--- src/rtl/shift_ser_out_ctrl.sv ---
// Serialises a WIDTH-bit word MSB first into a 74LV595 (SER/SRCLK/RCLK).
// Shift clock runs at clk/2; every pin is driven straight from a flop.
module shift_ser_out_ctrl #(
   parameter int unsigned WIDTH = 8
) (
   input  logic             clk,
   input  logic             reset,
   input  logic             start,
   input  logic [WIDTH-1:0] data,
   output logic             o_ser,
   output logic             o_srclk,
   output logic             o_rclk,
   output logic             o_busy,
   output logic             o_done
);

   // {bit index, phase}; phase is the LSB so the counter itself divides clk by 2
   localparam int unsigned         CntW    = $clog2(WIDTH) + 1;
   localparam logic [CntW-1:0]     CntLast = CntW'(2 * WIDTH - 1);
   localparam logic [CntW-1:0]     CntOne  = CntW'(1);

   typedef enum logic [1:0] {
      StIdle,
      StShift,
      StLatch,
      StDone
   } state_e;

   state_e           state_q;
   logic [WIDTH-1:0] shreg_q;
   logic [CntW-1:0]  cnt_q;

   always_ff @(posedge clk or posedge reset) begin
      if (reset) begin
         state_q <= StIdle;
         shreg_q <= '0;
         cnt_q   <= '0;
         o_ser   <= 1'b0;
         o_srclk <= 1'b0;
         o_rclk  <= 1'b0;
         o_busy  <= 1'b0;
         o_done  <= 1'b0;
      end else begin
         case (state_q)
            StIdle: begin
               o_ser   <= 1'b0;
               o_srclk <= 1'b0;
               o_rclk  <= 1'b0;
               o_busy  <= 1'b0;
               o_done  <= 1'b0;
               if (start) begin
                  shreg_q <= data;
                  cnt_q   <= '0;
                  o_ser   <= data[WIDTH-1];
                  o_busy  <= 1'b1;
                  state_q <= StShift;
               end
            end

            StShift: begin
               if (!cnt_q[0]) begin
                  o_srclk <= 1'b1;
                  cnt_q   <= cnt_q + CntOne;
               end else begin
                  o_srclk <= 1'b0;
                  shreg_q <= shreg_q << 1;
                  if (cnt_q == CntLast) begin
                     o_ser   <= 1'b0;
                     cnt_q   <= '0;
                     state_q <= StLatch;
                  end else begin
                     // next MSB goes out with the falling SRCLK: a full cycle of setup
                     o_ser   <= shreg_q[WIDTH-2];
                     cnt_q   <= cnt_q + CntOne;
                  end
               end
            end

            StLatch: begin
               if (!cnt_q[0]) begin
                  o_rclk <= 1'b1;
                  cnt_q  <= cnt_q + CntOne;
               end else begin
                  o_rclk  <= 1'b0;
                  o_done  <= 1'b1;
                  cnt_q   <= '0;
                  state_q <= StDone;
               end
            end

            StDone: begin
               o_done  <= 1'b0;
               o_busy  <= 1'b0;
               state_q <= StIdle;
            end

            default: begin
               o_ser   <= 1'b0;
               o_srclk <= 1'b0;
               o_rclk  <= 1'b0;
               o_busy  <= 1'b0;
               o_done  <= 1'b0;
               cnt_q   <= '0;
               state_q <= StIdle;
            end
         endcase
      end
   end

endmodule

--- config.mk ---
export PLATFORM = sky130hd
export DESIGN_NAME = shift_ser_out_ctrl
export DESIGN_NICKNAME = d
export VERILOG_FILES = /design/src/rtl/shift_ser_out_ctrl.sv
export SDC_FILE = /design/constraint.sdc
export NUM_CORES = 1
export LEC_CHECK = 0
export CAP_MARGIN = 20
export CORE_MARGIN = 8
export CORE_UTILIZATION = 52
export DETAILED_ROUTE_END_ITERATION = 10
export GPL_ROUTABILITY_DRIVEN = 0
export PLACE_DENSITY = 0.77
export SLEW_MARGIN = 20
export SYNTH_ARGS = -nofsm -noshare
export SYNTH_HDL_FRONTEND = slang
export SYNTH_SLANG_ARGS = --single-unit
--- constraint.sdc ---
create_clock -name clk -period 2.5 [get_ports clk]
set_clock_uncertainty 0.1 [all_clocks]
set_input_delay 0.375 -clock clk [delete_from_list [all_inputs] [get_ports clk]]
set_output_delay 0.375 -clock clk [all_outputs]
set_load 0.01 [all_outputs]
# ---- Yosys cells after proc, flatten, opt, wreduce, memory -nomap -nowiden
# Index checks and enable logic that the tools add are counted.
# W data, S select, Z words.
dict set report word_totals {
  output_inout_bits 5
  input_bits 11
  reg_bits 18
  wordCells 53
}
dict set report classes {
  n_eq_ne 8
  muxes 24
  reduce_logical 12
  addsub 1
}
# cell n
set ops {}
lappend ops {{$mux W4} 4}
lappend ops {{$mux W7} 2}
lappend ops {{$pmux W7 S2} 1}
lappend ops {{$pmux W4 S3} 1}
lappend ops {{$pmux W1 S2} 5}
lappend ops {{$mux W2} 4}
lappend ops {{$ne A2 B2 Y1 const B} 4}
lappend ops {{$pmux W2 S4} 1}
lappend ops {{$reduce_bool A2 Y1} 4}
lappend ops {{$mux W1} 6}
lappend ops {{$reduce_and A2 Y1} 3}
lappend ops {{$add A4 B1 Y4 const B} 1}
lappend ops {{$eq A2 B2 Y1 const B} 2}
lappend ops {{$eq A4 B4 Y1 const B} 1}
lappend ops {{$reduce_and A4 Y1} 1}
lappend ops {{$reduce_and A3 Y1} 1}
lappend ops {{$reduce_bool A3 Y1} 1}
lappend ops {{$eq A2 B1 Y1 const B} 1}
lappend ops {{$logic_not A2 Y1} 1}
lappend ops {{$reduce_or A2 Y1} 1}

# ---- Longest topological paths before layout
# Gate-level depths: netlist of the first run.
dict set report depth {
  ltp_word 4
  depth_mapped 6
  mapped_depth_nobuf 5
}

# ---- Worst setup path before layout of the first run
# No wires, ideal clock.
dict set report synth_timing {
  path_kind {flip-flop to flip-flop}
  start {register state_q[0]}
  end {register shreg_q[1]}
  setup_time_ns 0.125
  arrival_ns 1.582
  path_buffers 1
  synth_period_minus_slack_ns 1.807
  slack_ns 0.693
  path_stages_with_launch 7
  required_time_ns 2.275
  cell_sequence {dfrtp_1 -> inv_1 -> ha_1 -> buf_6 -> nor2b_4 -> nor3_4 -> mux2_4}
}
dict set report synth_between {
  elab_chain_len 3
  word_cells_on_any_way 7
  cone_classes {eq/ne (3); mux (1); reduce/logical (3)}
}
# element line_no
set synth_lines {}
lappend synth_lines {{start, declared} 29} ;# state_e state_q;
lappend synth_lines {{start signal, assigned} 35} ;# state_q <= StIdle;
lappend synth_lines {{start signal, assigned} 56} ;# state_q <= StShift;
lappend synth_lines {{start signal, assigned} 70} ;# state_q <= StLatch;
lappend synth_lines {{$eq A2 B1 Y1 or $logic_not A2 Y1 (tied branches)} 44} ;# case (state_q)
lappend synth_lines {{$ne A2 B2 Y1 (no source line) or $reduce_bool A2 Y1 (tied branches)} --}
lappend synth_lines {{$reduce_and A3 Y1 (no source line)} --}
lappend synth_lines {{end signal, assigned} 52} ;# shreg_q <= data;
lappend synth_lines {{end signal, assigned} 66} ;# shreg_q <= shreg_q << 1;
lappend synth_lines {{end, declared} 30} ;# logic [WIDTH-1:0] shreg_q;
# Parallel ways exist; a longest one is shown, timed or not.
# A chain may end at the register's enable or synchronous reset.

# ---- Worst setup path after layout of the first run
dict set report layout_timing {
  start {register state_q[0]}
  end {register shreg_q[5]}
}
# Same word-level chain as after synthesis.

==> results of run 1 <==
==> registers in the layout, summed over array words and instances (netlist names) <==
name	cells
shreg_q	7
cnt_q	4
state_q	2
o_busy	1
o_done	1
o_rclk	1
o_ser	1
o_srclk	1
==> cell type report <==
cell class | instances | area [um^2] | share of cell area [%]
Sequential cell | 18 | 450.4 | 35.96
Tap cell | 27 | 33.78 | 2.697
Inverter | 6 | 22.52 | 1.798
Timing Repair Buffer | 16 | 157.7 | 12.59
Multi-Input combinational cell | 66 | 551.8 | 44.06
Clock buffer | 4 | 36.28 | 2.897
==> layer usage <==
metal	vias to the layer above	share of wire [%]
met5	-	0
met4	0	2.0
met3	5	4.4
li1	368	-
met2	14	47
met1	356	46
==> Yosys cell counts, drive strengths merged <==
library cell and number:
mux2i 1, nand4 2, a211oi 1, a22o 1, nor2 3, buf 4, a21oi 1, a31oi 1
o21a 1, a2bb2oi 1, mux2 13, nand3 2, o211ai 1, a22oi 1, clkbuf 1, inv 6
o31ai 1, o21ai 6, a221oi 1, nand2 6, nand2b 4, nand3b 1, or4b 1, or2 1
nand4b 1, a311oi 1, ha 6, a21o 2, nor3 1, nor2b 5, dfrtp 18
==> where the power goes <==
part | leakage [nW] | switching (mW) | total, mW | internal [mW]
Combinational | 0.314 | 0.431 | 0.933 | 0.502
Clock | 0.0210 | 0.0953 | 0.184 | 0.0889
Sequential | 0.226 | 0.101 | 0.527 | 0.426
Total | 0.561 | 0.628 | 1.64 | 1.02
==> how the worst min path moves through the flow <==
stage / from / end / cells after the start
global placement: o_rclk / o_rclk / 1
CTS: reset / o_ser / 2
detailed placement: o_rclk / o_rclk / 1
global route: o_srclk / o_srclk / 1
floorplan: reset / cnt_q[0] / 1
finish: reset / o_ser / 2
==> cell usage in the layout (no fill, tap or decap), types with 2 or more instances in the layout <==
cell type / n
sky130_fd_sc_hd__dfrtp_1: 18
sky130_fd_sc_hd__clkdlybuf4s50_1: 15
sky130_fd_sc_hd__mux2_2: 7
sky130_fd_sc_hd__mux2_4: 6
sky130_fd_sc_hd__nand2_1: 6
sky130_fd_sc_hd__inv_1: 6
sky130_fd_sc_hd__ha_1: 6
sky130_fd_sc_hd__o21ai_0: 5
sky130_fd_sc_hd__nor2b_1: 4
sky130_fd_sc_hd__nand2b_1: 4
sky130_fd_sc_hd__nor2_1: 3
sky130_fd_sc_hd__clkbuf_4: 3
sky130_fd_sc_hd__nand4_1: 2
sky130_fd_sc_hd__nand3_1: 2
sky130_fd_sc_hd__a21o_1: 2
==> cell families after synthesis <==
logic type               after synthesis  share of synthesized area (%)
flip-flops                            18                          42.45
buffers and inverters                 11                          5.542
AO/OA/AOI/OAI                         19                          12.15
multiplexers                          14                          16.86
AND/OR/NAND/NOR                       27                          15.92
adder cells (fa/ha/maj)                6                          7.075
==> worst max-delay path: stages, from the launching register on <==
cell and delay [ns]:
sky130_fd_sc_hd__dfrtp_1 0.41, sky130_fd_sc_hd__inv_1 0.08, sky130_fd_sc_hd__ha_1 0.30, sky130_fd_sc_hd__nor2b_4 0.18, sky130_fd_sc_hd__nor3_4 0.45, sky130_fd_sc_hd__mux2_4 0.34
==> results.txt, run 1 <==
- Result of the run: finished, final reports clean
- Clock tree synthesis inserted a total of 3 buffers.
* Slew HR: 54.32%
* Via-per-instance ratio: about 5.4
* Initial antenna violation count: 0
- Once detail routing completed, the nets flagged for antenna violations numbered 0.
- IR analysis of the VDD net gives a maximum drop of roughly 0.81 mV.
- Cts repair resizes: 0
* Vias in the first global route: 766
* First-pass GRT wire length: 3.408 mm
- Entering global routing, the biggest net connects 19 pins.
* Unrepaired setup endpoints after global routing: false
* Number of sinks driven by the clock tree: 18
* Worst Slack Setup Final: about 0.52 ns
- The first routing iteration left 15 violations.
- Crit Reg-Reg Endpoint: shreg_q[5]
* DP Wirelength: 1.547 mm
- Total Die Area: around 3700 um^2
- Global-route track usage on met1: 14.48%
- Proportion of netlist area held by the largest area contributor: 42.45%
- WP data required: about 2.6 ns
* Area Overhead vs Synth: 18.04%
- # Post-CTS Setup Buffers: 0
- Measured in cells, the most critical reg-to-reg path has a length of 5.
- Met2 Usage GRT: 19.40%
- I/O pin count: 16
- TritonCTS built the clock tree.
* Syn Std Cell Area: 1061 um^2
- Input and output buffers added on the ports amount to 15.
- Summed over all instances, the cell type with the most area after synthesis is sky130_fd_sc_hd__dfrtp_1.
- Chip width: around 61 um
* Cell types with the largest area share after synthesis: sky130_fd_sc_hd__dfrtp_1, sky130_fd_sc_hd__mux2_4, sky130_fd_sc_hd__mux2_2
* Detailed-router iteration count before antenna repair: 4
- For the worst setup path, the data arrival time is approximately 2.1 ns.
* Cell variety after synth: 35
- Tot Pwr: roughly 1.6 mW
* Layer with the highest usage: met2
- For this run, global-route usage on met3 was measured as 3.758%.
- Post-Place Setup Slack: 0.4031 ns
- The worst setup path is captured at a register.
* Final Hold Vio Count: 0
- Core region area: 1942 um^2
- H-tree levels: 1
- Post-synthesis net count: 112
- Upper clock frequency limit: 503.9 MHz
- Total global routing overflow: 0
- Max-slew violations: 0
- Total Wirelength: approximately 2.1 mm
- For this design, the CTS-stage hold fixing added 0 buffers.
- Vertical extent of the die: 61.17 um
- For the pin with the worst max-slew slack, the measured transition is 0.6845 ns.
- Root buffer cell: sky130_fd_sc_hd__clkbuf_4
* DRC violations left: 0
- Clock-pin slew was measured on the worst setup and hold paths at 0.11 ns.
- Post-route core utilization: 64.50%
- In this run the critical register-to-register path is launched from state_q[0].
* Total of flip-flops plus latches after synthesis: 18
- In the final timing run, aggregate negative setup slack is 0 ns.
- Leakage power: between 0.5 and 0.6 nW
- Total global-route track usage: between 10% and 20%
- Power density relative to cell area: 1313 nW/um^2
- Worst hold slack: 0.3626 ns
- For this configuration, the core starts out at a cell density of 54.64%.
* Maximum fanout encountered on the critical timing path: 8
- In the synthesized netlist, the number of instances is 95.
- Cell area after layout: 1252 um^2
- Insertion delay to the later sink of the worst-skew pair: 0.30 ns
* Layout filler cell count: 160
* Sequential area share after synthesis: 42.45%
* Fraction of layout cells with a size suffix above 1: 19.09%
* Flop2flop setup slack: 0.52 ns
- The worst setup path is of the register to register kind.
- CTS Buffer Depth: 2
- After detailed placement, the design holds a cell count of 133.
* Number of violations of the max-capacitance limit: 0
* Minimum clock period after layout: 1.985 ns
- Warnings, synthesis: 0
- Source of the critical timing path: state_q[0]
- For this run, the post-layout net count is 128.
* Final non-filler cell total: approximately 140
- Across all layers, the routed design uses 743 vias.
* Area of placed instances: 1216 um^2
* Ratio of final minimum period to clock period: between 70% and 80%
* Row Count: 16
- Worst min-delay path class: input port to asynchronous set/reset pin
- # diodes: 0
- Wire length per cell after detailed routing: 15.30 um
* Worst Setup Start Kind: register
- The most critical setup path has its endpoint at shreg_q[5].
- Averaged over all synthesized cells, the footprint is 11.17 um^2.
* Final setup violating endpoints: 0
Note: power is estimated with default switching activity, not from simulation.
==> inputs of run 2 (changes only) <==
CORE_UTILIZATION = 47   (was 52)
PLACE_DENSITY = 0.74   (was 0.77)
clock period = 1.77 ns   (was 2.5 ns; I/O delays follow)
==> results.txt, run 2 (synthesis results as in run 1) <==
- The antenna diode instance count was 0 (unchanged).
- The leakage power of the design is 0.6384 nW (was 0.5608 nW).
- Maximum fanout encountered on the critical timing path: 4 (was 8)
- Flop2flop setup slack: 0.06 ns (was 0.52 ns)
- The overall die area is 4034 um^2 (was 3742 um^2).
- DP Wirelength: 1.694 mm (was 1.547 mm)
- Largest stage delay on the critical path: 0.43 ns (was 0.45 ns)
- Number of violations of the max-capacitance limit: 0 (unchanged)
- Final net count: 143 (was 128)
* Power density relative to cell area: 1942 nW/um^2 (was 1313 nW/um^2)
- The cell at the root of the clock tree was sky130_fd_sc_hd__clkbuf_4 (unchanged).
- The share of the clock period used by the worst path after layout came to 96.44% (was 79.38%).
- Least-Margin Pin Slew: 0.2605 ns (was 0.6845 ns)
* Initial cell density of the core: 48.90% (was 54.64%)
- Total number of vias: 789 (was 743)
- The achievable clock frequency came to 585.8 MHz (was 503.9 MHz).
* Slowest cell on crit path: sky130_fd_sc_hd__dfrtp_2 (was sky130_fd_sc_hd__nor3_4)
- The relative max-transition margin came to 82.57% (was 54.32%).
- The width of the die is 63.51 um (was 61.17 um).
* Final Hold Vio Count: 0 (unchanged)
* Clock-pin slew of the registers on the worst-case setup and hold paths: 0.09 ns (was 0.11 ns)
- Area Overhead vs Synth: 34.67% (was 18.04%)
- The post-detailed-placement cell area is 1363 um^2 (was 1216 um^2).
- Critical R2R Launch: state_q[0] (unchanged)
- The wire length per cell came to 15.33 um (was 15.30 um).
- The final non-filler cell total came to 152 (was 137).
* Initial antenna violation count: 0 (unchanged)
- Total Wirelength: 2.330 mm (was 2.096 mm)
* Arrival time at the worst endpoint: 1.79 ns (was 2.08 ns)
- The number of buffers added by the clock tree synthesis step was 3 (unchanged).
- The nature of the critical path startpoint is a register (unchanged).
- Commonest non-fill, non-tap cells in the layout: sky130_fd_sc_hd__dfrtp_1, sky130_fd_sc_hd__clkdlybuf4s50_1, sky130_fd_sc_hd__buf_4, sky130_fd_sc_hd__mux2_2 (was sky130_fd_sc_hd__dfrtp_1, sky130_fd_sc_hd__clkdlybuf4s50_1, sky130_fd_sc_hd__mux2_2)
- Maximum vdd ir drop: 1.204 mV (was 0.8136 mV)
- Total global-route track usage: 11.79% (was 12.20%)
* Kind of end point of the critical path: register (unchanged)
- The number of remaining DRC errors was 0 (unchanged).
- Via-per-instance ratio: 5.191 (was 5.423)
* Leading cell type in the layout, fill and taps excluded: sky130_fd_sc_hd__dfrtp_1 (unchanged)
- The largest net degree at the start of global routing was 19 (unchanged).
- Final setup violating endpoints: 0 (unchanged)
- The H-tree level count came to 1 (unchanged).
* Worst r2r path cells: 5 (unchanged)
- Vertical extent of the die: 63.51 um (was 61.17 um)
* Detailed-router iteration count before antenna repair: 4 (unchanged)
- The overall power consumption was 2.774 mW (was 1.645 mW).
- The data required time of the critical path came to 1.85 ns (was 2.59 ns).
- Hold Buf Count CTS: 0 (unchanged)
* Crit Reg-Reg Endpoint: state_q[1] (was shreg_q[5])
- Cell area after layout: 1429 um^2 (was 1252 um^2)
- Row Count: 17 (was 16)
* Layout filler cell count: 167 (was 160)
- CTS tree: built (unchanged)
- I/O pin count: 16 (unchanged)
- Worst min-delay path class: input port to asynchronous set/reset pin (unchanged)
* Cells traversed along the worst timing path: inv_2 -> ha_1 -> nor2b_1 -> a211oi_2 -> mux2_2 (was inv_1 -> ha_1 -> nor2b_4 -> nor3_4 -> mux2_4)
- Result of the run: finished, final reports clean (unchanged)
- Top flop regs: shreg_q: 7 flops, cnt_q: 4 flops, state_q: 2 flops (unchanged).
* Fraction of layout cells with a size suffix above 1: 34.68% (was 19.09%)
* First-pass GRT wire length: 3.884 mm (was 3.408 mm)
- The multi-input logic area is 601.8 um^2 (was 551.8 um^2).
- The register area was 451.7 um^2 (was 450.4 um^2).
- The number of violations reported at the end of detailed-routing iteration 0 was 9 (was 15).
- Antenna Nets Post-Route: 0 (unchanged)
* Count of buffers inserted at the top-level ports: 15 (unchanged)
- Worst setup path class: register to register (unchanged)
- Max reg flops: 7 (unchanged)
* Number of sinks driven by the clock tree: 18 (unchanged)
- The placeable core region is 2170 um^2 (was 1942 um^2).
- The via count of the first global-routing pass is 878 (was 766).
- The number of buffers between clock root and the deepest sink came to 2 (unchanged).
- # Post-CTS Setup Buffers: 0 (unchanged)
- The register containing the most flip-flops in the final layout was shreg_q (unchanged).
- The number of pins with negative max-slew slack in the final report was 0 (unchanged).
- The aggregate negative setup slack is 0 ns (unchanged).
- Post-route core utilization: 65.86% (was 64.50%)
- Total global routing overflow: 0 (unchanged)
- Instance count after placement with tap cells included: 149 (was 133)
* Minimum clock period after layout: 1.707 ns (was 1.985 ns)
* Insertion delay to the later sink of the worst-skew pair: 0.29 ns (was 0.30 ns)
## run 2: changes by cell type in the layout (fill, tap and decap cells not counted), sizes merged
| cell | before | now |
|---|---|---|
| buf | 1 | 16 |
| clkbuf | 4 | 3 |
## run 2: layout make-up
| class | instances | share of cell area [%] |
|---|---|---|
| multi-input combinational | 66 | 42.12 |
| sequential | 18 | 31.61 |
| timing repair buffer | 31 | 20.67 |
| tap | 28 | 2.452 |
| clock buffer | 3 | 1.576 |
| inverter | 6 | 1.576 |
## run 2: critical path, delay by kind of cell (launching register included)
family          cells  cell delay (ns)
mux                 1             0.36
fa+ha+maj           1             0.23
compound gates      1             0.25
flops               1             0.43
simple gates        1             0.16
buf+inv             1             0.07
## run 2: report_power, final
part | switching, mW | internal [mW]
registers | 0.125 | 0.605
logic | 0.762 | 1.09
clock network | 0.114 | 0.0791
total | 1.00 | 1.77
## run 2: worst max path at each step
stage                from    endpoint  slack (ns)  cells after the start
3_5_place_dp        start    cnt_q[2]       -0.01                      5
5_1_grt        state_q[1]    cnt_q[3]      -0.004                      6
2_1_floorplan  state_q[1]  shreg_q[1]       0.003                      6
6_report       state_q[0]  state_q[1]        0.06                      5
3_3_place_gp        start    cnt_q[2]        0.01                      5
4_1_cts        state_q[0]  shreg_q[3]        0.02                      6
## run 2: per-layer routing
metal  share of wire [%]  GRT usage (%)  wire length (um)
met1                  43          12.89               996
met2                  52          20.91              1217
met3                 2.6          2.473                61
met4                 2.4          5.850                55
met5                   0              0                 0
## run 2: what timing repair did
| item | CTS | global route |
|---|---|---|
| pin swaps | 0 | 1 |
| setup endpoints to repair | 9 | 9 |
| resized for setup | 3 | 7 |
## run 2: stage by stage
stage	hold slack, ns	worst slack [ns]
floorplan	0.1041	0.002618
global placement	0.3618	0.01481
detailed placement	0.3648	-0.01307
CTS	0.2227	0.02024
global route	0.2671	-0.004462
finish	0.2343	0.06304
==> inputs of run 3 (changes only) <==
CELL_PAD_IN_SITES_DETAIL_PLACEMENT = 1   (was default)
CELL_PAD_IN_SITES_GLOBAL_PLACEMENT = 1   (was default)
CORE_UTILIZATION = 37   (was 47)
CTS_CLUSTER_SIZE = 24   (was default)
PLACE_DENSITY = default   (was 0.74)
PLACE_DENSITY_LB_ADDON = 0.1   (was default)
==> results.txt, run 3 (synthesis results as in run 1) <==
- The placement-stage worst setup slack is -0.08507 ns (was -0.01307 ns).
- The via count of the first global-routing pass is 951 (was 878).
- The met3 layer usage reported by global route is 4.292% (was 2.473%).
- The share of the clock period used by the worst path after layout came to 97.12% (was 96.44%).
- Leading cell type in the layout, fill and taps excluded: sky130_fd_sc_hd__dfrtp_1 (unchanged)
- Starting DRC count in detailed routing: 21 (was 9)
- The hold violation total from the final report was 0 (unchanged).
- The busiest layer in global routing is met2 (unchanged).
* Worst Slack Setup Final: 0.05099 ns (was 0.06304 ns)
- The last element of the critical path was state_q[1] (unchanged).
- The largest net degree at the start of global routing came to 19 (unchanged).
- The total routing resource utilization after global routing came to 12.12% (was 11.79%).
* Final net count: 144 (was 143)
* Core region area: 2734 um^2 (was 2170 um^2)
- The transition time of the tightest slew-check pin was 0.2583 ns (was 0.2605 ns).
* First-pass GRT wire length: 4.788 mm (was 3.884 mm)
- Hold Buf Count CTS: 0 (unchanged)
* # diodes: 0 (unchanged)
* Detailed-router iteration count before antenna repair: 4 (unchanged)
* Commonest non-fill, non-tap cells in the layout: sky130_fd_sc_hd__dfrtp_1, sky130_fd_sc_hd__clkdlybuf4s50_1, sky130_fd_sc_hd__buf_4, sky130_fd_sc_hd__mux2_2 (unchanged)
* Total number of vias: 806 (was 789)
- The type of the worst setup path was register to register (unchanged).
- Worst Setup Start Kind: register (unchanged)
* Final non-filler cell total: 157 (was 152)
- The global routing met1 resource utilization is 14.05% (was 12.89%).
- The clock-pin slew on the worst setup and hold paths came to 0.11 ns (was 0.09 ns).
- The wire length per cell came to 16.90 um (was 15.33 um).
- The register area came to 451.7 um^2 (unchanged).
* Result of the run: finished, final reports clean (unchanged)
* WP data required: 1.87 ns (was 1.85 ns)
- The maximum VDD drop was 1.089 mV (was 1.204 mV).
- Instance count after placement with tap cells included: 150 (was 149)
- The power per cell area is 1972 nW/um^2 (was 1942 nW/um^2).
- The TritonCTS clock tree is built (unchanged).
* Flop2flop setup slack: 0.05 ns (was 0.06 ns)
* Arrival time at the worst endpoint: 1.82 ns (was 1.79 ns)
- Root buffer cell: sky130_fd_sc_hd__clkbuf_4 (unchanged)
* Top flop regs: shreg_q: 7 flops, cnt_q: 4 flops, state_q: 2 flops (unchanged)
- Area occupied by multi-input gates: 581.8 um^2 (was 601.8 um^2)
* Critical R2R Launch: state_q[1] (was state_q[0])
* Number of violations of the max-capacitance limit: 0 (unchanged)
* Area Overhead vs Synth: 35.14% (was 34.67%)
* Chip width: 69.55 um (was 63.51 um)
- Crit Reg-Reg Endpoint: state_q[1] (unchanged)
- Post-route core utilization: 52.45% (was 65.86%)
- The register containing the most flip-flops in the final layout was shreg_q (unchanged).
- Setup repair after global routing could not meet its margin everywhere.
* CTS Buffer Depth: 2 (unchanged)
* Final setup violating endpoints: 0 (unchanged)
* Max reg flops: 7 (unchanged)
- Total global routing overflow: 0 (unchanged)
* Vertical extent of the die: 69.55 um (was 63.51 um)
- The remaining number of nets flagged by the antenna check after routing is 0 (unchanged).
* Fraction of layout cells with a size suffix above 1: 34.92% (was 34.68%)
- Number of sinks driven by the clock tree: 18 (unchanged)
- The overall power consumption is 2.827 mW (was 2.774 mW).
* Max-slew violations: 0 (unchanged)
* DP Wirelength: 1.931 mm (was 1.694 mm)
- Slew HR: 82.72% (was 82.57%)
- The final routed wirelength across all metal layers came to 2.653 mm (was 2.330 mm).
- Worst min-delay path class: input port to asynchronous set/reset pin (unchanged)
- Kind of end point of the critical path: register (unchanged)
- Maximum fanout encountered on the critical timing path: 3 (was 4)
* Count of buffers inserted at the top-level ports: 15 (unchanged)
- The number of buffers added by the clock tree synthesis step came to 3 (unchanged).
- The detailed-route vias per instance is 5.134 (was 5.191).
- Upper clock frequency limit: 581.7 MHz (was 585.8 MHz)
- I/O pin count: 16 (unchanged)
- The clock latency at the later pin of the worst-skew pair came to 0.31 ns (was 0.29 ns).
* Leakage power: 0.6484 nW (was 0.6384 nW)
- Total Die Area: 4837 um^2 (was 4034 um^2)
- The clock period minus worst slack came to 1.719 ns (was 1.707 ns).
- Initial antenna violation count: 0 (unchanged)
* Source of the critical timing path: state_q[1] (was state_q[0])
* H-tree levels: 1 (unchanged)
- Worst r2r path cells: 5 (unchanged)
* Row Count: 19 (was 17)
- Layout filler cell count: 302 (was 167)
- DRC violations left: 0 (unchanged)
* Initial cell density of the core: 38.81% (was 48.90%)
- Met2 Usage GRT: 20.70% (was 20.91%)
-- run 3: how the worst min path moves through the flow --
stage                       from          to  slack (ns)  cells past startpoint
after global routing       reset  shreg_q[1]        0.22                      3
after global placement    o_busy      o_busy        0.37                      2
after CTS                  reset  shreg_q[1]        0.16                      3
after floorplan            reset    cnt_q[0]        0.10                      1
after detailed placement  o_rclk      o_rclk        0.37                      1
final                      reset  shreg_q[1]        0.17                      3
-- run 3: area by class of cell --
| class | instances | area share [%] |
|---|---|---|
| clock buffer | 4 | 2.531 |
| inverter | 6 | 1.571 |
| multi-input combinational | 66 | 40.58 |
| sequential | 18 | 31.50 |
| tap | 31 | 2.705 |
| timing repair buffer | 32 | 21.12 |
-- run 3: through the flow --
stage	TNS, ns	hold slack (ns)	cell area [um^2]
floorplan	0	0.1041	1069
global placement	-0.005863	0.3693	1351
detailed placement	-0.09307	0.3699	1351
CTS	0	0.1644	1420
global route	-0.09634	0.2159	1434
finish	0	0.1652	1434
-- run 3: metal layers --
metal  routed length, um  vias up  share of wire (%)
met3                 109        5                4.1
met2                1322       13                 50
met1                1197      393                 45
met4                  23        0               0.87
li1                    -      395                  -
met5                   0        -                  0
-- run 3: repair_timing --
action,in CTS,in global routing
resized for setup,3,5
endpoints found under the setup margin,5,11
buffers inserted,2,1
cloned,0,0
-- run 3: worst max-delay path, cell delays in order, from the launching register on --
cell and delay [ns]:
sky130_fd_sc_hd__dfrtp_1 0.41, sky130_fd_sc_hd__buf_4 0.14, sky130_fd_sc_hd__ha_1 0.19, sky130_fd_sc_hd__nor2b_1 0.16, sky130_fd_sc_hd__a211oi_2 0.25, sky130_fd_sc_hd__mux2_2 0.37
-- run 3: power breakdown --
group          internal, mW  leakage [nW]  switching [mW]
clock                 0.126        0.0210           0.143
sequential            0.604         0.225           0.119
combinational          1.06         0.403           0.774
total                  1.79         0.648            1.04
